## src/rtl/sw_color_pkg.sv

```systemverilog
// Shared types for the slide-switch colour reader: colour encoding, reader FSM
// states and the legality check for a settled switch pattern.
package sw_color_pkg;

  typedef enum logic [2:0] {
    COLOR_OFF = 3'b000,
    COLOR_CH0 = 3'b001,
    COLOR_CH1 = 3'b010,
    COLOR_CH2 = 3'b100
  } color_t;

  typedef enum logic {
    S_IDLE,
    S_PEND
  } rd_state_t;

  // All switches off, or exactly one on; anything else is a user error.
  function automatic logic is_legal(color_t c);
    logic [2:0] v;
    v = c;
    return (v == COLOR_OFF) || (v == COLOR_CH0) ||
           (v == COLOR_CH1) || (v == COLOR_CH2);
  endfunction

endpackage

```

## src/rtl/sw_debounce.sv

```systemverilog
// Vector synchronizer and debouncer: one shared hold counter for all bits, so
// the whole pattern must be constant for DEBOUNCE_CYCLES before it is accepted.
module sw_debounce
  import sw_color_pkg::*;
#(
  parameter int WIDTH           = 3,
  parameter int DEBOUNCE_CYCLES = 1_000_000
) (
  input  logic             clk,
  input  logic             rst_n,
  input  logic [WIDTH-1:0] din,
  output logic [WIDTH-1:0] stable
);

  localparam int            CNT_W   = $clog2(DEBOUNCE_CYCLES);
  localparam logic [CNT_W-1:0] CNT_MAX = CNT_W'(DEBOUNCE_CYCLES - 1);

  logic [WIDTH-1:0] sync_meta;
  logic [WIDTH-1:0] sw_sync;
  logic [WIDTH-1:0] candidate;
  logic [CNT_W-1:0] cnt;

  always_ff @(posedge clk or negedge rst_n) begin
    if (!rst_n) begin
      sync_meta <= '0;
      sw_sync   <= '0;
      candidate <= '0;
      cnt       <= '0;
      stable    <= '0;
    end else begin
      sync_meta <= din;
      sw_sync   <= sync_meta;
      if (sw_sync != candidate) begin
        candidate <= sw_sync;
        cnt       <= '0;
      end else if (cnt == CNT_MAX) begin
        // Counter parks at terminal count; stable keeps tracking candidate.
        stable <= candidate;
      end else begin
        cnt <= cnt + 1'b1;
      end
    end
  end

endmodule

```

## src/rtl/sw_color_reader.sv

```systemverilog
// Debounced switch-to-colour reader: classifies the settled switch pattern and
// offers each new legal colour downstream over a valid/ready handshake.
//
//   state  | meaning
//   S_IDLE | nothing offered, color_valid low
//   S_PEND | colour offered, waiting for color_ready (newer colour may be queued)
module sw_color_reader
  import sw_color_pkg::*;
#(
  parameter int DEBOUNCE_CYCLES = 1_000_000
) (
  input  logic       CLK100MHZ,
  input  logic       reset,
  input  logic [2:0] SW,
  output logic [2:0] color,
  output logic       color_valid,
  input  logic       color_ready,
  output logic       error
);

  logic [2:0] stable;
  color_t     stable_c;
  logic       legal;
  logic       new_evt;
  logic       handshake;

  rd_state_t  state, state_d;
  color_t     color_q, color_d;
  color_t     last_color, last_d;
  color_t     newest, newest_d;
  logic       dirty, dirty_d;
  logic       valid_q, valid_d;
  logic       error_q;

  sw_debounce #(
    .WIDTH           (3),
    .DEBOUNCE_CYCLES (DEBOUNCE_CYCLES)
  ) u_debounce (
    .clk    (CLK100MHZ),
    .rst_n  (reset),
    .din    (SW),
    .stable (stable)
  );

  assign stable_c  = color_t'(stable);
  assign legal     = is_legal(stable_c);
  assign new_evt   = legal && (stable_c != last_color);
  assign handshake = valid_q && color_ready;

  always_ff @(posedge CLK100MHZ or negedge reset) begin
    if (!reset) begin
      state      <= S_IDLE;
      color_q    <= COLOR_OFF;
      valid_q    <= 1'b0;
      last_color <= COLOR_OFF;
      newest     <= COLOR_OFF;
      dirty      <= 1'b0;
      error_q    <= 1'b0;
    end else begin
      state      <= state_d;
      color_q    <= color_d;
      valid_q    <= valid_d;
      last_color <= last_d;
      newest     <= newest_d;
      dirty      <= dirty_d;
      error_q    <= !legal;
    end
  end

  always_comb begin
    state_d  = state;
    color_d  = color_q;
    valid_d  = valid_q;
    last_d   = last_color;
    newest_d = newest;
    dirty_d  = dirty;

    if (new_evt) last_d = stable_c;

    case (state)
      S_IDLE: begin
        if (new_evt) begin
          color_d = stable_c;
          valid_d = 1'b1;
          state_d = S_PEND;
        end
      end
      S_PEND: begin
        if (handshake) begin
          // A colour arriving in the handshake cycle outranks any queued one.
          if (new_evt) begin
            color_d = stable_c;
            dirty_d = 1'b0;
          end else if (dirty) begin
            color_d = newest;
            dirty_d = 1'b0;
          end else begin
            valid_d = 1'b0;
            state_d = S_IDLE;
          end
        end else if (new_evt) begin
          newest_d = stable_c;
          dirty_d  = 1'b1;
        end
      end
      default: state_d = S_IDLE;
    endcase
  end

  assign color       = color_q;
  assign color_valid = valid_q;
  assign error       = error_q;

endmodule

```

## config.mk

```make
export PLATFORM = sky130hd
export DESIGN_NAME = sw_color_reader
export DESIGN_NICKNAME = d
export VERILOG_FILES = /design/src/rtl/sw_color_pkg.sv /design/src/rtl/sw_debounce.sv /design/src/rtl/sw_color_reader.sv
export SDC_FILE = /design/constraint.sdc
export NUM_CORES = 1
export LEC_CHECK = 0
export BUFFER_PORTS_ARGS = -buffer_cell sky130_fd_sc_hd__clkbuf_2
export CAP_MARGIN = 30
export CORE_UTILIZATION = 40
export DETAILED_ROUTE_END_ITERATION = 8
export SYNTH_ARGS = -nofsm -noshare
export SYNTH_HDL_FRONTEND = slang
export SYNTH_SLANG_ARGS = --single-unit
```

## constraint.sdc

```tcl
create_clock -name CLK100MHZ -period 6.1 [get_ports CLK100MHZ]
set_clock_uncertainty 0.2 [all_clocks]
set_input_delay 1.22 -clock CLK100MHZ [delete_from_list [all_inputs] [get_ports CLK100MHZ]]
set_output_delay 1.22 -clock CLK100MHZ [all_outputs]
set_load 0.01 [all_outputs]
```

After elaboration in Yosys (flattened, before gate mapping)
Cells that the tools add are included.

word-level totals
  bits in registers = 45

operators by class
  $add $sub $neg = 1
  eq/ne operators = 12
  mux-type cells = 18
  bitwise logic cells = 3
  reduce and logical (&&, ||, !) cells = 13

operators with widths
  cell                                                                      count
  20-bit two-way mux                                                        2
  20-bit by 1-bit adder with 20-bit output (second input constant)          1
  20-bit equality test (second input constant)                              1
  3-bit two-way mux                                                         4
  1-bit two-way mux                                                         9
  2-bit inequality test (second input constant)                             4
  3-bit inequality test                                                     2
  3-bit one-hot mux with 2 select lines                                     1
  3-bit AND reduction                                                       2
  1-bit one-hot mux with 2 select lines                                     2
  2-bit AND reduction                                                       2
  4-bit AND reduction                                                       1
  3-bit by 1-bit equality test with 1-bit output (second input constant)    1
  3-bit by 2-bit equality test with 1-bit output (second input constant)    1
  3-bit equality test (second input constant)                               1
  3-bit logical NOT                                                         1
  1-bit logical OR                                                          3
  3-bit by 2-bit inequality test with 1-bit output (second input constant)  1
  1-bit NOT                                                                 3
  1-bit logical AND                                                         2
  2-bit by 1-bit inequality test with 1-bit output (second input constant)  1
  2-bit nonzero test                                                        1
  1-bit logical NOT                                                         1

Depth between registers and ports, before layout
Gate-level depths: netlist of the first run.

  depth in word-level cells = 8
  gate-level depth with buffers = 6
  gate-level depth less buffers = 5

Hierarchy
Synthesis of the first run repeated with hierarchy kept, for this count alone.

unflattened totals
  cells, all modules = 203
  area, all modules = 2158.3 µm²

by module, submodules not included
  module           times used  cells each  area an instance (µm²)
  sw_debounce      1           140         1500.2
  sw_color_reader  1           63          658.1

Worst setup path after synthesis of the first run
OpenSTA, ideal clock, no wires.

  path kind = in2reg
  start point = input color_ready
  end point = register newest[0]
  arrival time = 1.923 ns
  required time = 5.772 ns
  setup slack = 3.849 ns
  cell stages on the path = 3
  cells stage by stage = a21boi_0 nand4_1 mux2_1

on the way
  longest elaborated chain between the ends = 3

RTL lines
  element                        RTL line               RTL
  start, declared                sw_color_reader.sv:17  input logic color_ready,
  1-bit logical AND              sw_color_reader.sv:48  assign handshake = valid_q && color_ready;
  1-bit NOT (no line)            --
  3-bit AND reduction (no line)  --
  end signal, assigned           sw_color_reader.sv:64  newest <= newest_d;
  end, declared                  sw_color_reader.sv:30  color_t newest, newest_d;

No other way between the ends.
A chain may end at the register's enable or synchronous reset.

Worst setup path in the final report of the first run
  start point = register valid_q, in the netlist color_valid
  end point = output color_valid

RTL lines
  element                 RTL line               RTL
  start, declared         sw_color_reader.sv:32  logic valid_q, valid_d;
  start signal, assigned  sw_color_reader.sv:62  valid_q <= valid_d;
  end, declared           sw_color_reader.sv:16  output logic color_valid,

No word-level cell between the ends.

==> results of run 1 <==
power by group through the flow:
| stage | Clock, mW | Combinational (mW) | Sequential [mW] |
|---|---|---|---|
| after CTS | 0.235 | 0.0188 | 0.304 |
| after global routing | 0.245 | 0.0212 | 0.305 |
| after floorplan | 0 | 0.00929 | 0.310 |
| final | 0.227 | 0.0177 | 0.304 |
| after global placement | 0 | 0.0186 | 0.310 |
| after detailed placement | 0 | 0.0188 | 0.310 |
layout make-up:
| class | count | area, um^2 |
|---|---|---|
| well taps | 70 | 87.6 |
| multi-input cells | 144 | 1010 |
| flip-flops and latches | 45 | 1130 |
| clock buffers | 5 | 68.8 |
| inverters | 7 | 26.3 |
| repair buffers | 12 | 65.1 |
| clock inverters | 3 | 46.3 |
| fillers | 498 | 2780 |
cells by family (layout without fill, tap and decap cells):
family	count (synthesis)	in the layout	synth area share
xor+xnor	10	10	0.0398
fa+ha+maj	1	1	0.00568
flops	45	45	0.512
buf+inv	17	27	0.0296
simple gates	78	78	0.220
mux	9	9	0.0449
compound gates	46	46	0.148
flip-flops by register name (all words and copies together), names as in the netlist:
name,flops
color,3
color_valid,1
dirty,1
error,1
last_color,3
newest,3
state,1
u_debounce.candidate,3
u_debounce.cnt,20
u_debounce.stable,3
u_debounce.sw_sync,3
u_debounce.sync_meta,3
final timing paths:
| check | from | to | slack (ns) | cells after the start |
|---|---|---|---|---|
| worst min register to register | u_debounce.sync_meta[1] | u_debounce.sw_sync[1] | 0.15 | 0 |
| worst max register to register | u_debounce.stable[1] | newest[0] | 3.78 | 4 |
| worst max-delay path | color_valid | color_valid | 3.77 | 1 |
| worst min-delay path | u_debounce.sync_meta[1] | u_debounce.sw_sync[1] | 0.15 | 0 |
| max in group asynchronous | reset | u_debounce.stable[0] | 4.52 | 2 |
| min in group asynchronous | reset | color[1] | 0.78 | 2 |
layer usage:
layer / vias to the layer above / track usage / routed length [um]
met5: - / 0 / 0
met4: 0 / 0.0692 / 40
met3: 4 / 0.0335 / 118
met2: 24 / 0.234 / 1820
met1: 799 / 0.223 / 1900
li1: 782 / - / -
cell usage in the layout (no fill, tap or decap), drive strengths merged, types with 2 or more instances in the layout:
cell | Yosys | final
a211oi | 4 | 4
a21oi | 12 | 12
or3 | 4 | 4
nand2 | 20 | 20
and4b | 2 | 2
o21ai | 10 | 10
mux2 | 7 | 7
xnor2 | 4 | 4
dfrtp | 45 | 45
clkbuf | 9 | 15
a311oi | 3 | 3
o31ai | 3 | 3
nand3 | 12 | 12
nand2b | 3 | 3
nor3 | 3 | 3
a21boi | 2 | 2
a41oi | 2 | 2
or4 | 5 | 5
nand4 | 6 | 6
and4 | 4 | 4
nand3b | 2 | 2
a2111o | 3 | 3
nor2 | 11 | 11
nor4 | 3 | 3
buf | 1 | 2
xor2 | 6 | 6
inv | 7 | 7
mux2i | 2 | 2
metrics by stage:
step	cell area [um^2]	std cells	hold slack, ns
3_5_place_dp	2310	278	0.136
3_3_place_gp	2310	277	0.133
2_1_floorplan	2200	206	0.131
6_report	2430	286	0.153
5_1_grt	2430	286	0.162
4_1_cts	2430	286	0.158
==> out/results.ini, run 1 <==
[final_layout]
drive_gt1_frac=0.134
fin_util=0.467
n_antenna_cell=0
syn2layout_area_growth_pct=10.4
nets=222

[grt]
antenna_found_initial=0
grt_start_max_net_pins=46
grt_overflow=0
grt_use_total=0.158
grt_pass1_wl_mm=7.36
grt_pass1_vias=1547

[min_path]
hold_path_class=flip-flop to flip-flop

[placement]
pre_cts_ws_ns=3.62
place.gp.congestion=0.720
dp_hpwl_mm=2.60
io_buffer_count=10

[power]
p_per_area_nw_per_um2=226
peakVddDrop_mv=0.161
intPower_uw=429
p_sw_uw=120
finalPower_uw=549
p_leak_nw=1.00
power.share.sequential=0.554
combPwrFrac=0.032
switching_share=0.218
clockPowerShare=0.413

[detailed_routing]
viasPerCell=5.63
drtPass1Iterations=5
routedWlPerCell_um=13.6
ant_nets=0
remaining_drc_errors=0
drt-initial-drc-count=104
wl_mm=3.88
num_vias=1609

[synth]
yosys_register_bits=45
avgSynthCellArea_um2=10.7
syn-num-nets=213
yosysMostFrequentCell=dfrtp_1
ys_warn_count=0
yosys.area.top_type=dfrtp_1
synth_cells=206
synth_common_cells=dfrtp_1 (45), nand2_1 (20), a21oi_1 (12)
synth_edf_count=0
ys.flop_type=dfrtp_1
synthTopCellsByArea=dfrtp_1 (51%), mux2_1 (3.6%), nand2_1 (3.4%), a21oi_1 (2.7%), xor2_1 (2.4%)
yosysTopAreaCellShare=0.512
ys_seq_area_frac=0.512
netlist_area_um2=2200
synth_cell_types=47
async_flop_share=1.00

[floorplan]
start_util=0.423
die_area_um2=5800
die_h_um=76.2
rows=26
coreArea_um2=5200
ios=11
die_w_um=76.2

[clock_network]
clk_latency_ns=0.30
path_clk_slew_ns=0.08
cts_tree=built
clock_sinks=45
post-cts-setup-buffer-count=0
hold_buffers=0
cts_made_buffers=5
cts_root_buffer=clkbuf_8
clock_path_buffers=2
h-tree-depth=2
ctsResizeCount=0

[sta]
drv_slew=0
fin_setup_tns_ns=0
rsz0062_at_grt=no
tightestPinTransition_ns=0.688
setup_viol=0
slew_headroom=0.538
period_needed_ns=2.33
max_freq_mhz=429
report.final.hold_viol_count=0
period_share=0.382
setup_ws_ns=3.77

[worst_setup_path]
crit_buf_inv=1
cp_data_required_time_ns=4.68
crit_path_end_kind=output pin
critPathMaxStageDelay_ns=0.44
critical_path_class=flip-flop to output pin
cp.arrival_ns=0.91
startpoint_type=flip-flop
worstPathMaxFanout=7
crit_chain=clkbuf_2
path_delay_family=flip-flops
slowest_stage=dfrtp_1

[job]
cap_violations=0

[status]
status=finished clean

(Power assumes the default switching activity.)
==> run 2: changes to the inputs <==
clock period = 2.2 ns   (was 6.1 ns; I/O delays follow)
==> run 2 against run 1 <==
Compared with the run above:
- cell area grew 6.8%
- non-clock buffer count increased by 20
- utilization is 3.2 points higher
- first-iteration DRC count shrank 18%
- final cell count is 7.0% higher
- global-route usage barely moved
- largest cell class unchanged
- via count rose by 2.5%
- sequential share of layout area fell by 3.0 points
==> out/results.ini, run 2 (synthesized netlist as in run 1, its figures left out) <==
[status]
status=finished clean  ; unchanged

[final_layout]
fin_util=0.499  ; was 0.467
drive_gt1_frac=0.203  ; was 0.134
layout_common_cells=dfrtp_1 (45), nand2_1 (20), buf_4 (20), a21oi_1 (12), nor2_1 (11)  ; was dfrtp_1 (45), nand2_1 (20), a21oi_1 (12), nor2_1 (11)
final_common_cell=dfrtp_1  ; unchanged
n_antenna_cell=0  ; unchanged
syn2layout_area_growth_pct=18.0  ; was 10.4%
nets=242  ; was 222
design_area_um2=2600  ; was 2430 um^2
largest_reg_flops=20  ; unchanged
largest-register=u_debounce.cnt  ; unchanged

[sta]
setup_viol=0  ; unchanged
period_needed_ns=2.10
drv_slew=0  ; unchanged
slew_headroom=0.659  ; was 0.538
tightestPinTransition_ns=0.511  ; was 0.688 ns
holdWs_ns=0.0363  ; was 0.153 ns
rsz0062_at_grt=no  ; unchanged
period_share=0.956
fin_setup_tns_ns=0  ; unchanged
report.final.hold_viol_count=0  ; unchanged
max_freq_mhz=475

[placement]
dp_hpwl_mm=3.00  ; was 2.60 mm
dpl_cell_area_um2=2470  ; was 2310 um^2
place.gp.congestion=0.772  ; was 0.720
io_buffer_count=10  ; unchanged

[clock_network]
clk_latency_ns=0.30  ; about the same
path_clk_slew_ns=0.10  ; was 0.08 ns
clock_sinks=45  ; unchanged
ctsResizeCount=0  ; unchanged
cts_made_buffers=5  ; unchanged
h-tree-depth=2  ; unchanged
cts_root_buffer=clkbuf_8  ; unchanged
cts_tree=built  ; unchanged
clock_path_buffers=2  ; unchanged

[min_path]
hold_path_class=input port to flip-flop  ; was flip-flop to flip-flop
min_from=SW[1]  ; was u_debounce.sync_meta[1]
min_to=u_debounce.sync_meta[1]  ; was u_debounce.sw_sync[1]
whs_path_depth=1  ; was 0

[detailed_routing]
ant_nets=0  ; unchanged
remaining_drc_errors=0  ; unchanged
wl_mm=4.18  ; was 3.88 mm
drt-initial-drc-count=85  ; was 104
num_vias=1650  ; was 1609
viasPerCell=5.39  ; was 5.63
drtPass1Iterations=4  ; was 5
routedWlPerCell_um=13.6  ; about the same

[power]
peakVddDrop_mv=0.481  ; was 0.161 mV
finalPower_mw=1.56  ; was 549 uW
p_per_area_nw_per_um2=600  ; was 226 nW/um^2
p_leak_nw=1.11  ; was 1.00 nW

[grt]
grt_overflow=0  ; unchanged
grt_pass1_wl_mm=7.31  ; was 7.36 mm
grt_use_total=0.158  ; about the same
grt_pass1_vias=1624  ; was 1547
antenna_found_initial=0  ; unchanged
grt_start_max_net_pins=28  ; was 46

[floorplan]
rows=26  ; unchanged
die_w_um=76.2  ; unchanged
start_util=0.423  ; unchanged
die_h_um=76.2  ; unchanged
coreArea_um2=5200  ; unchanged
ios=11  ; unchanged
die_area_um2=5800  ; unchanged

[worst_setup_path]
r2r_start=u_debounce.stable[0]  ; was u_debounce.stable[1]
r2r_cells=4  ; unchanged
cp.arrival_ns=2.10  ; was 0.91 ns
worstPathMaxFanout=8  ; was 7
reg2reg_to=newest[0]  ; unchanged
crit_path_end_kind=flip-flop  ; was output pin
cp_data_required_time_ns=2.20  ; was 4.68 ns
rrSetupSlack_ns=0.1  ; was 3.78 ns
startpoint_type=flip-flop  ; unchanged
critical_path_class=flip-flop to flip-flop  ; was flip-flop to output pin

[job]
cap_violations=0  ; unchanged

==> run 2: per-stage QoR <==
step                      cells  setup slack [ns]
after floorplan             206            0.0929
after global placement      297             0.130
after detailed placement    297            0.0992
after CTS                   306            0.0946
after global routing        306            0.0186
final                       306            0.0967
==> run 2: final cells by class <==
type	instances	area, um^2
clock buffer	5	68.8
timing repair buffer	32	230
sequential	45	1130
clock inverter	3	47.5
inverter	7	26.3
tap	70	87.6
fill	504	2610
multi-input combinational	144	1010
==> run 2: worst max-delay path, stage by stage (launching register included) <==
cell and delay [ns]:
dfrtp_1 0.38, or4_1 0.52, a211o_1 0.37, nand4_1 0.19
mux2_1 0.33
==> run 2: worst max-delay path by stage <==
stage / cells past startpoint / end / slack [ns] / startpoint
after floorplan: 5 / last_color[1] / 0.09 / u_debounce.stable[0]
after global placement: 4 / newest[1] / 0.13 / u_debounce.stable[0]
after detailed placement: 4 / u_debounce.stable[1] / 0.1 / u_debounce.cnt[15]
final: 4 / newest[0] / 0.1 / u_debounce.stable[0]
after CTS: 4 / u_debounce.stable[1] / 0.09 / u_debounce.cnt[15]
after global routing: 4 / newest[2] / 0.02 / u_debounce.stable[0]
==> run 2: repair_timing <==
action                                 in CTS  in global routing
setup buffers                               0                  0
endpoints found under the hold margin      18                  0
hold buffers                                1                  0
==> run 2: metal layers <==
layer / wire length, um / vias to the layer above / part of all wire / global-route usage
li1: - / 823 / - / -
met1: 2030 / 801 / 0.49 / 0.204
met2: 1970 / 21 / 0.47 / 0.256
met3: 114 / 5 / 0.027 / 0.0371
met4: 60 / 0 / 0.014 / 0.0635
met5: 0 / - / 0 / 0
==> run 2: power by group <==
part / total (mW) / switching [mW] / internal [mW]
combinational: 0.0608 / 0.0389 / 0.0219
clock: 0.656 / 0.309 / 0.347
sequential: 0.842 / 0.00566 / 0.837
total: 1.56 / 0.354 / 1.21
